--- config.mk ---
export PLATFORM = sky130hd
export DESIGN_NAME = led_uart_top
export DESIGN_NICKNAME = d
export VERILOG_FILES = /design/src/rtl/led_uart_top.sv
export SDC_FILE = /design/constraint.sdc
export NUM_CORES = 1
export LEC_CHECK = 0
export CORE_ASPECT_RATIO = 1.5
export CORE_MARGIN = 5
export CORE_UTILIZATION = 60
export DETAILED_ROUTE_END_ITERATION = 8
export PLACE_DENSITY = 0.88
export SLEW_MARGIN = 30
export SYNTH_ARGS = -nofsm -noshare
export SYNTH_HDL_FRONTEND = slang
export SYNTH_SLANG_ARGS = --single-unit
export TNS_END_PERCENT = 30
--- constraint.sdc ---
create_clock -name clk -period 2.3 [get_ports clk]
set_input_delay 0.46 -clock clk [delete_from_list [all_inputs] [get_ports clk]]
set_output_delay 0.46 -clock clk [all_outputs]
set_load 0.05 [all_outputs]
--- src/rtl/led_uart_top.sv ---
// led_uart_top: board top for the "RTL to Hello World" design.
//   On reset release, sends "Hello World\r\n" over an 8N1 UART. After that it
//   echoes every good received byte. Received ASCII hex digits are shown on the
//   LED bank.
// Ports:
//   clk        system clock, rising edge
//   resetn     asynchronous active-low reset (release is synchronized inside)
//   ser_rx     UART receive line, idle high, asynchronous to clk
//   ser_tx     UART transmit line, idle high (registered)
//   led        user LEDs, active-high, last hex digit received
//   reset_led  high while resetn is low
module led_uart_top #(
   parameter int NO_OF_LEDS  = 4,
   parameter int CLK_FREQ_HZ = 50_000_000,
   parameter int BAUD        = 115200
) (
   input  logic                  clk,
   input  logic                  resetn,
   input  logic                  ser_rx,
   output logic                  ser_tx,
   output logic [NO_OF_LEDS-1:0] led,
   output logic                  reset_led
);
   localparam int CPB  = CLK_FREQ_HZ / BAUD;
   localparam int HALF = CPB / 2;
   localparam int CW   = $clog2(CPB + 1);

   typedef enum logic [1:0] {S_IDLE, S_START, S_DATA, S_STOP} uart_st_t;
   typedef enum logic       {C_BANNER, C_RUN} ctl_st_t;

   assign reset_led = ~resetn;

   // Reset asserts at once; release reaches the logic on the 2nd clk edge.
   logic [1:0] rst_sync;
   logic       rst_n;
   always_ff @(posedge clk or negedge resetn)
      if (!resetn) rst_sync <= 2'b00;
      else         rst_sync <= {rst_sync[0], 1'b1};
   assign rst_n = rst_sync[1];

   // ---------------- RX ----------------
   // rx_sync[1:0] is the synchronizer, rx_sync[2] the previous synced value,
   // so a start bit is a real 1->0 transition (a low stop bit that caused a
   // framing error cannot retrigger a frame by itself).
   logic [2:0] rx_sync;
   uart_st_t   rx_st;
   logic [CW-1:0] rx_cnt;
   logic [2:0] rx_bit;
   logic [7:0] rx_sh;
   logic       rx_valid;

   always_ff @(posedge clk or negedge rst_n)
      if (!rst_n) begin
         rx_sync  <= 3'b111;
         rx_st    <= S_IDLE;
         rx_cnt   <= '0;
         rx_bit   <= '0;
         rx_sh    <= '0;
         rx_valid <= 1'b0;
      end else begin
         rx_sync  <= {rx_sync[1:0], ser_rx};
         rx_valid <= 1'b0;
         case (rx_st)
            S_IDLE:
               if (rx_sync[2] && !rx_sync[1]) begin
                  rx_st  <= S_START;
                  rx_cnt <= '0;
               end
            S_START:
               if (rx_cnt == CW'(HALF - 1)) begin
                  rx_cnt <= '0;
                  rx_bit <= '0;
                  rx_st  <= rx_sync[1] ? S_IDLE : S_DATA;  // high at mid-start: glitch
               end else rx_cnt <= rx_cnt + 1'b1;
            S_DATA:
               if (rx_cnt == CW'(CPB - 1)) begin
                  rx_cnt <= '0;
                  rx_sh  <= {rx_sync[1], rx_sh[7:1]};
                  if (rx_bit == 3'd7) rx_st <= S_STOP;
                  else                rx_bit <= rx_bit + 1'b1;
               end else rx_cnt <= rx_cnt + 1'b1;
            default:  // S_STOP: low stop bit is a framing error, byte dropped
               if (rx_cnt == CW'(CPB - 1)) begin
                  rx_cnt   <= '0;
                  rx_st    <= S_IDLE;
                  rx_valid <= rx_sync[1];
               end else rx_cnt <= rx_cnt + 1'b1;
         endcase
      end

   // ---------------- LED ----------------
   logic [3:0] hex_val;
   logic       hex_ok;
   always_comb begin
      hex_val = 4'd0;
      hex_ok  = 1'b1;
      if      (rx_sh >= 8'h30 && rx_sh <= 8'h39) hex_val = 4'(rx_sh - 8'h30);
      else if (rx_sh >= 8'h61 && rx_sh <= 8'h66) hex_val = 4'(rx_sh - 8'h57);
      else if (rx_sh >= 8'h41 && rx_sh <= 8'h46) hex_val = 4'(rx_sh - 8'h37);
      else                                       hex_ok  = 1'b0;
   end

   always_ff @(posedge clk or negedge rst_n)
      if (!rst_n)                  led <= '0;
      else if (rx_valid && hex_ok) led <= NO_OF_LEDS'(hex_val);

   // ---------------- Control ----------------
   function automatic logic [7:0] banner_rom(input logic [3:0] idx);
      case (idx)
         4'd0:  return 8'h48;
         4'd1:  return 8'h65;
         4'd2:  return 8'h6C;
         4'd3:  return 8'h6C;
         4'd4:  return 8'h6F;
         4'd5:  return 8'h20;
         4'd6:  return 8'h57;
         4'd7:  return 8'h6F;
         4'd8:  return 8'h72;
         4'd9:  return 8'h6C;
         4'd10: return 8'h64;
         4'd11: return 8'h0D;
         default: return 8'h0A;
      endcase
   endfunction

   ctl_st_t    ctl_st;
   logic [3:0] ban_idx;
   logic [7:0] echo_buf;
   logic       echo_full;
   uart_st_t   tx_st;
   logic [CW-1:0] tx_cnt;
   logic [2:0] tx_bit;
   logic [7:0] tx_sh;
   logic       tx_ready, tx_go;
   logic [7:0] tx_byte;

   // TX can take a byte when idle or on the last clk of a stop bit, so
   // consecutive frames run back-to-back.
   assign tx_ready = (tx_st == S_IDLE) || (tx_st == S_STOP && tx_cnt == CW'(CPB - 1));

   always_comb begin
      tx_go   = 1'b0;
      tx_byte = echo_buf;
      if (ctl_st == C_BANNER) begin
         tx_go   = tx_ready;
         tx_byte = banner_rom(ban_idx);
      end else tx_go = tx_ready && echo_full;
   end

   always_ff @(posedge clk or negedge rst_n)
      if (!rst_n) begin
         ctl_st    <= C_BANNER;
         ban_idx   <= '0;
         echo_buf  <= '0;
         echo_full <= 1'b0;
      end else begin
         if (ctl_st == C_BANNER && tx_go) begin
            ban_idx <= ban_idx + 1'b1;
            if (ban_idx == 4'd12) ctl_st <= C_RUN;
         end
         // A byte arriving while the buffer is full is lost, even if the
         // buffer drains on the same clk.
         if (ctl_st == C_RUN) begin
            if (tx_go) echo_full <= 1'b0;
            if (rx_valid && !echo_full) begin
               echo_buf  <= rx_sh;
               echo_full <= 1'b1;
            end
         end
      end

   // ---------------- TX ----------------
   always_ff @(posedge clk or negedge rst_n)
      if (!rst_n) begin
         tx_st  <= S_IDLE;
         tx_cnt <= '0;
         tx_bit <= '0;
         tx_sh  <= '0;
         ser_tx <= 1'b1;
      end else if (tx_go) begin
         tx_st  <= S_START;
         tx_cnt <= '0;
         tx_sh  <= tx_byte;
         ser_tx <= 1'b0;
      end else begin
         case (tx_st)
            S_START:
               if (tx_cnt == CW'(CPB - 1)) begin
                  tx_cnt <= '0;
                  tx_bit <= '0;
                  tx_st  <= S_DATA;
                  ser_tx <= tx_sh[0];
               end else tx_cnt <= tx_cnt + 1'b1;
            S_DATA:
               if (tx_cnt == CW'(CPB - 1)) begin
                  tx_cnt <= '0;
                  if (tx_bit == 3'd7) begin
                     tx_st  <= S_STOP;
                     ser_tx <= 1'b1;
                  end else begin
                     tx_bit <= tx_bit + 1'b1;
                     tx_sh  <= {1'b0, tx_sh[7:1]};
                     ser_tx <= tx_sh[1];
                  end
               end else tx_cnt <= tx_cnt + 1'b1;
            S_STOP:
               if (tx_cnt == CW'(CPB - 1)) begin
                  tx_cnt <= '0;
                  tx_st  <= S_IDLE;
               end else tx_cnt <= tx_cnt + 1'b1;
            default: ser_tx <= 1'b1;
         endcase
      end
endmodule

==> impl_metrics.py, run 1 <==
metrics = {
    "clock_network": {
        "post_cts_buffers": 0,
        "cts-resized-gates": 0,
        "cts_sinks": 69,
        "cts_made_buffers": 9,
        "cts.hold.buffers_added": 0,
        "root_buffer": "clkbuf_8",
        "clkLatencyLatePin_ns": 0.35,
        "cts_buffer_depth": 2,
        "htreeDepth": 3,
        "cts_tree": "built",
        "cts.clk_slew.worst_paths_ns": 0.07,
    },
    "pwr": {
        "clockPowerShare": 0.372,
        "powerDensity_nw_per_um2": 656,
        "swShare": 0.271,
        "leakage_nw": 1.86,
        "p_sw_uw": 721,
        "internal_power_mw": 1.94,
        "p_comb_frac": 0.093,
        "power_frac_seq": 0.536,
        "irDropWorstVdd_uv": 567,
    },
    "worst_setup_path": {
        "cp.buffers_inverters": 1,
        "crit_cells": 1,
        "worstPathMaxFanout": 2,
        "crit_type": "reg -> out",
        "crit_arrival_ns": 1.69,
        "slowest_delay_ns": 0.80,
        "crit_family": "buffers and inverters",
        "crit_slowest_cell": "clkdlybuf4s50_1",
        "crit_path_end_kind": "primary output",
        "worstReg2RegEnd": "tx_bit[0]",
        "r2r_setup_slack_ns": 0.25,
        "cp-start-kind": "flip-flop",
        "r2r_start": "tx_bit[0]",
        "rr_worst_depth": 6,
        "crit_path_cell_trace": "clkdlybuf4s50_1",
        "critical_path_required_ns": 1.84,
    },
    "grt": {
        "grt_pass1_vias": 2697,
        "grt_pass1_wl_mm": 12.6,
        "grt_max_degree": 28,
        "grt-ovfl-total": 0,
        "grt_use_total": 0.207,
        "antenna_found_initial": 0,
    },
    "sta": {
        "min_period_ns": 2.15,
        "max_freq_mhz": 466,
        "fin_crit_sh": 0.933,
        "hold_viol": 0,
        "max_slew.worst_pin.slew_ns": 0.582,
        "final_max_slew_viol_count": 0,
        "setup_viol": 0,
        "setup_tns_ns": 0,
        "rsz0062_at_grt": "false",
        "relSlewSlack": 0.606,
        "clock_skew_ns": 0.0120,
    },
    "synth": {
        "syn_nets": 391,
        "ys_seq_elements": 69,
        "synth_edf_count": 0,
        "synthCells": 363,
        "async_flop_share": 1.00,
        "synth.cell_area_um2": 3710,
        "yosys_warnings": 0,
        "synth.avg_cell_area_um2": 10.2,
        "synth-main-ff-cell": "dfrtp_1",
        "seq_area_frac_synth": 0.467,
        "ys_types": 63,
    },
    "routing": {
        "drtAntennaViolNets": 0,
        "drc": 0,
        "drt-initial-drc-count": 110,
        "totalWireLength_mm": 7.16,
        "viasPerCell": 6.01,
        "vias": 2716,
        "wire_per_inst_um": 15.8,
        "first_pass_iters": 4,
    },
    "placement": {
        "dp.cells": 436,
        "routabilityCongestion": 0.850,
        "dp.final_hpwl_mm": 5.15,
        "port_buffers": 8,
    },
    "die": {
        "die_w_um": 74.2,
        "dieArea_um2": 7890,
        "die-height_um": 106,
        "row_count": 35,
        "initial_core_util": 0.610,
        "ios": 9,
        "design.core.area_um2": 6090,
    },
    "cells_and_area": {
        "seq_area_um2": 1730,
        "fin_cells": 452,
        "drive_above_1_share": 0.127,
        "antenna_cells": 0,
        "multiInputGateArea_um2": 1830,
        "area.growth.synth_to_final_pct": 9.14,
        "nFillCells": 457,
        "nets": 401,
    },
    "outcome": {
        "status": "complete, no violations",
    },
    "flow_run": {
        "maxCapViolCount": 0,
    },
    "worst_hold_path": {
        "hold_class": "reg -> async",
    },
}
-- placed cells by master, fill, tap and decap left out, drive strengths merged, types with 3 or more instances in the layout --
| master | count |
|---|---|
| inv | 21 |
| a21oi | 20 |
| ha | 25 |
| nor3b | 3 |
| nand3 | 9 |
| or2 | 4 |
| o22ai | 3 |
| o21ai | 29 |
| buf | 5 |
| nand2 | 35 |
| xnor2 | 6 |
| dfrtp | 65 |
| dfstp | 4 |
| and3 | 4 |
| a31oi | 6 |
| clkbuf | 12 |
| xor2 | 4 |
| mux2 | 13 |
| nor2 | 22 |
| mux2i | 17 |
| nand2b | 7 |
| and2 | 3 |
| clkdlybuf4s50 | 7 |
| clkinv | 3 |
| o21a | 3 |
| nor3 | 3 |
| nand4 | 6 |
-- metal layers --
metal  track usage  wire (um)
met4         0.109        204
met1         0.245       3010
met2         0.348       3770
met5             0          0
met3        0.0369        177
-- Yosys cell counts, types with 3 or more instances --
master / number / share of area
a21oi_1: 20 / 0.027
a31oi_1: 6 / 0.010
and3_1: 4 / 0.0067
buf_2: 7 / 0.0094
dfrtp_1: 65 / 0.44
dfstp_2: 4 / 0.028
ha_1: 25 / 0.084
inv_1: 21 / 0.021
mux2_2: 13 / 0.039
mux2i_1: 17 / 0.046
nand2_1: 34 / 0.034
nand2b_1: 7 / 0.012
nand3_1: 9 / 0.012
nand4_1: 6 / 0.010
nor2_1: 21 / 0.021
nor3_1: 3 / 0.0040
o21a_1: 3 / 0.0061
o21ai_0: 28 / 0.038
o22ai_1: 3 / 0.0051
xnor2_1: 6 / 0.014
xor2_1: 4 / 0.0094
-- worst max-delay path by stage --
stage	startpoint	endpoint	slack, ns
final	ser_tx	ser_tx	0.15
after global routing	ser_tx	ser_tx	0.10
after CTS	ser_tx	ser_tx	0.13
after detailed placement	tx_bit[0]	tx_bit[0]	0.26
after global placement	tx_bit[0]	tx_bit[0]	0.35
after floorplan	rst_sync[1]	ban_idx[0]	0.24
-- cells by family after synthesis --
group,synth area share
XOR/XNOR,0.0236
AO/OA/AOI/OAI,0.140
flip-flops,0.467
multiplexers,0.0853
buffers and inverters,0.0398
AND/OR/NAND/NOR,0.160
other,0.00101
adder cells (fa/ha/maj),0.0843
-- per-stage QoR --
| step | utilization | hold slack [ns] | area, um2 | setup slack, ns | power [mW] |
|---|---|---|---|---|---|
| after floorplan | - | 0.164 | 3710 | 0.243 | 1.61 |
| after global placement | 0.634 | 0.215 | 3860 | 0.348 | 1.66 |
| after detailed placement | 0.634 | 0.218 | 3860 | 0.257 | 1.69 |
| after CTS | 0.665 | 0.225 | 4050 | 0.127 | 2.66 |
| after global routing | 0.665 | 0.249 | 4050 | 0.105 | 2.78 |
| final | 0.665 | 0.204 | 4050 | 0.153 | 2.66 |
-- layout make-up --
type                            count  share of cell area
Clock buffer                       12              0.0358
Clock inverter                      4              0.0120
Inverter                           21              0.0195
Multi-Input combinational cell    260               0.452
Sequential cell                    69               0.428
Tap cell                           74              0.0229
Timing Repair Buffer               12              0.0297
-- power groups by stage --
stage          logic, mW  registers (mW)  clock network [mW]
6_report           0.247            1.42               0.988
3_5_place_dp       0.245            1.44                   0
2_1_floorplan      0.202            1.40                   0
4_1_cts            0.245            1.42               0.997
3_3_place_gp       0.232            1.43                   0
5_1_grt            0.283            1.44                1.05
-- flip-flops by register name (all words and copies together) (netlist names), 2 cells and up --
register  cells
rx_sh         8
tx_sh         8
rst_sync      2
tx_bit        3
rx_st         2
rx_bit        3
led           4
tx_cnt        9
tx_st         2
rx_cnt        9
rx_sync       3
echo_buf      8
ban_idx       4
No activity file was read; power rests on OpenSTA's default activity.
==> run 2: changes to the inputs <==
--- a/config.mk
+++ b/config.mk
@@ -5,12 +5,12 @@
 export SDC_FILE = /design/constraint.sdc
 export NUM_CORES = 1
 export LEC_CHECK = 0
+export CAP_MARGIN = 5
 export CORE_ASPECT_RATIO = 1.5
 export CORE_MARGIN = 5
 export CORE_UTILIZATION = 60
 export DETAILED_ROUTE_END_ITERATION = 8
 export PLACE_DENSITY = 0.88
-export SLEW_MARGIN = 30
 export SYNTH_ARGS = -nofsm -noshare
 export SYNTH_HDL_FRONTEND = slang
 export SYNTH_SLANG_ARGS = --single-unit
==> constraint.sdc (replaced) <==
create_clock -name clk -period 2.3 [get_ports clk]
set_input_delay 0.23 -clock clk [delete_from_list [all_inputs] [get_ports clk]]
set_output_delay 0.23 -clock clk [all_outputs]
set_load 0.05 [all_outputs]
==> run 2 against run 1 <==
Compared with the run above: routed wire length down 2.0%; count of clock-buffer cells in the layout down 1; non-clock buffer count unchanged; clock skew down 0.0036 ns; utilization down 0.062 points; setup slack better by 0.085 ns; critical path depth up 6; critical endpoint is now rx_cnt[2]; largest cell class unchanged.
==> impl_metrics.py, run 2 (same netlist as run 1, synthesis figures left out) <==
metrics = {
    "clock_network": {
        "cts-resized-gates": 0,
        "cts.clk_slew.worst_paths_ns": 0.07,
        "htreeDepth": 3,
        "root_buffer": "clkbuf_8",
        "cts_made_buffers": 9,
        "cts_sinks": 69,
        "clkLatencyLatePin_ns": 0.34,
        "cts_tree": "built",
        "post_cts_buffers": 0,
        "cts_buffer_depth": 2,
        "cts.hold.buffers_added": 0,
    },
    "sta": {
        "max_freq_mhz": 485,
        "final_max_slew_viol_count": 0,
        "hold_viol": 0,
        "fin_crit_sh": 0.896,
        "min_period_ns": 2.06,
        "max_slew.worst_pin.slew_ns": 0.605,
        "clock_skew_ns": 0.00842,
        "setup_viol": 0,
        "rsz0062_at_grt": "false",
        "relSlewSlack": 0.590,
        "setup_tns_ns": 0,
    },
    "worst_setup_path": {
        "slowest_delay_ns": 0.45,
        "crit_cells": 7,
        "crit_start": "rx_cnt[0]",
        "r2r_start": "rx_cnt[0]",
        "crit_type": "reg -> reg",
        "cp.buffers_inverters": 1,
        "critical_path_required_ns": 2.56,
        "cp-start-kind": "flip-flop",
        "crit_family": "compound AO/OA/AOI/OAI gates",
        "rr_worst_depth": 7,
        "worstPathMaxFanout": 12,
        "r2r_setup_slack_ns": 0.24,
        "crit_path_end_kind": "flip-flop",
        "crit_arrival_ns": 2.32,
        "crit_slowest_cell": "dfrtp_1",
        "crit_path_cell_trace": "inv_1 -> ha_1 -> nor4b_2 -> a41oi_1 -> a21o_1 -> or2b_1 -> a31oi_1",
    },
    "die": {
        "die_w_um": 74.2,
        "die-height_um": 106,
        "ios": 9,
        "initial_core_util": 0.610,
        "design.core.area_um2": 6090,
        "dieArea_um2": 7890,
        "row_count": 35,
    },
    "cells_and_area": {
        "mostFrequentLayoutCells": "dfrtp_1 (64), nand2_1 (34), o21ai_0 (28), ha_1 (25)",
        "area.growth.synth_to_final_pct": 9.04,
        "fin_util": 0.665,
        "nets": 401,
        "final_common_cell": "dfrtp_1",
        "antenna_cells": 0,
        "drive_above_1_share": 0.127,
        "top_regs": "rx_cnt: 9 flops, tx_cnt: 9 flops",
    },
    "grt": {
        "antenna_found_initial": 0,
        "grt_use_total": 0.199,
        "grt-ovfl-total": 0,
        "grt_pass1_vias": 2705,
        "grt_max_degree": 28,
        "top_usage_layer": "met2",
        "met3_usage": 0.0407,
        "grt_use_met2": 0.348,
        "met1_usage": 0.222,
        "grt_pass1_wl_mm": 12.2,
    },
    "placement": {
        "routabilityCongestion": 0.851,
        "dp.final_hpwl_mm": 5.16,
        "port_buffers": 8,
    },
    "routing": {
        "vias": 2656,
        "drc": 0,
        "wire_per_inst_um": 15.5,
        "totalWireLength_mm": 7.02,
        "first_pass_iters": 4,
        "viasPerCell": 5.88,
        "drt-initial-drc-count": 111,
        "drtAntennaViolNets": 0,
    },
    "pwr": {
        "swShare": 0.272,
        "leakage_nw": 1.85,
        "power_frac_seq": 0.534,
        "clockPowerShare": 0.375,
        "internal_power_mw": 1.94,
        "p_total_mw": 2.66,
        "powerDensity_nw_per_um2": 658,
        "p_comb_frac": 0.091,
        "irDropWorstVdd_uv": 665,
        "p_sw_uw": 724,
    },
    "worst_hold_path": {
        "hold_class": "in -> async",
    },
    "flow_run": {
        "maxCapViolCount": 0,
    },
    "outcome": {
        "status": "complete, no violations",
    },
}
==> run 2: cell count changes in the layout (fill, tap and decap cells not counted), sizes merged <==
cell / before / now
clkbuf: 12 / 11
clkinvlp: 0 / 2
buf: 5 / 4
clkinv: 3 / 1
clkdlybuf4s50: 7 / 8
inv: 21 / 22
==> run 2: cell type report <==
class | instances | area [um2]
inverters | 21 | 78.8
well taps | 74 | 92.6
clock buffers | 11 | 141
clock inverters | 5 | 58.8
repair buffers | 12 | 110
fillers | 466 | 2040
flip-flops and latches | 69 | 1730
multi-input cells | 260 | 1830
==> run 2: path summary, 6_finish.rpt <==
path,end
worst max register to register,rx_cnt[2]
max in group asynchronous,ser_tx
worst min register to register,rx_cnt[2]
worst min-delay path,rst_sync[0]
min in group clk,rx_sync[0]
worst max-delay path,rx_cnt[2]
==> run 2: worst register-to-register path, stage by stage (launching register included) <==
cell and delay (ns):
dfrtp_1 0.45, inv_1 0.07, ha_1 0.19, nor4b_2 0.16
a41oi_1 0.36, a21o_1 0.32, or2b_1 0.26, a31oi_1 0.18
==> run 2: stage by stage <==
stage	setup slack (ns)	std cells	instance area, um2	hold WS, ns
floorplan	0.243	363	3710	-0.0656
global placement	0.346	436	3850	0.217
detailed placement	0.284	436	3850	0.221
CTS	0.257	452	4050	0.0369
global route	0.132	452	4050	0.0492
finish	0.239	452	4050	0.0546
==> run 2: power by group through the flow <==
stage	combinational (mW)	clock, mW	sequential [mW]
detailed placement	0.243	0	1.44
CTS	0.241	1.03	1.42
global route	0.269	1.07	1.44
floorplan	0.202	0	1.40
global placement	0.230	0	1.43
finish	0.242	0.998	1.42
==> run 2: layer usage <==
layer / share of wire / wire length, um
met1: 0.41 / 2850
met2: 0.54 / 3800
met3: 0.026 / 179
met4: 0.028 / 194
met5: 0 / 0
==> run 3: changes to the inputs <==
--- a/config.mk
+++ b/config.mk
@@ -11,6 +11,7 @@
 export CORE_UTILIZATION = 60
 export DETAILED_ROUTE_END_ITERATION = 8
 export PLACE_DENSITY = 0.88
+export SETUP_SLACK_MARGIN = 0.05
 export SYNTH_ARGS = -nofsm -noshare
 export SYNTH_HDL_FRONTEND = slang
 export SYNTH_SLANG_ARGS = --single-unit
==> results of run 3 <==
The final DEF is identical to that of run 2; final timing and power are the same.
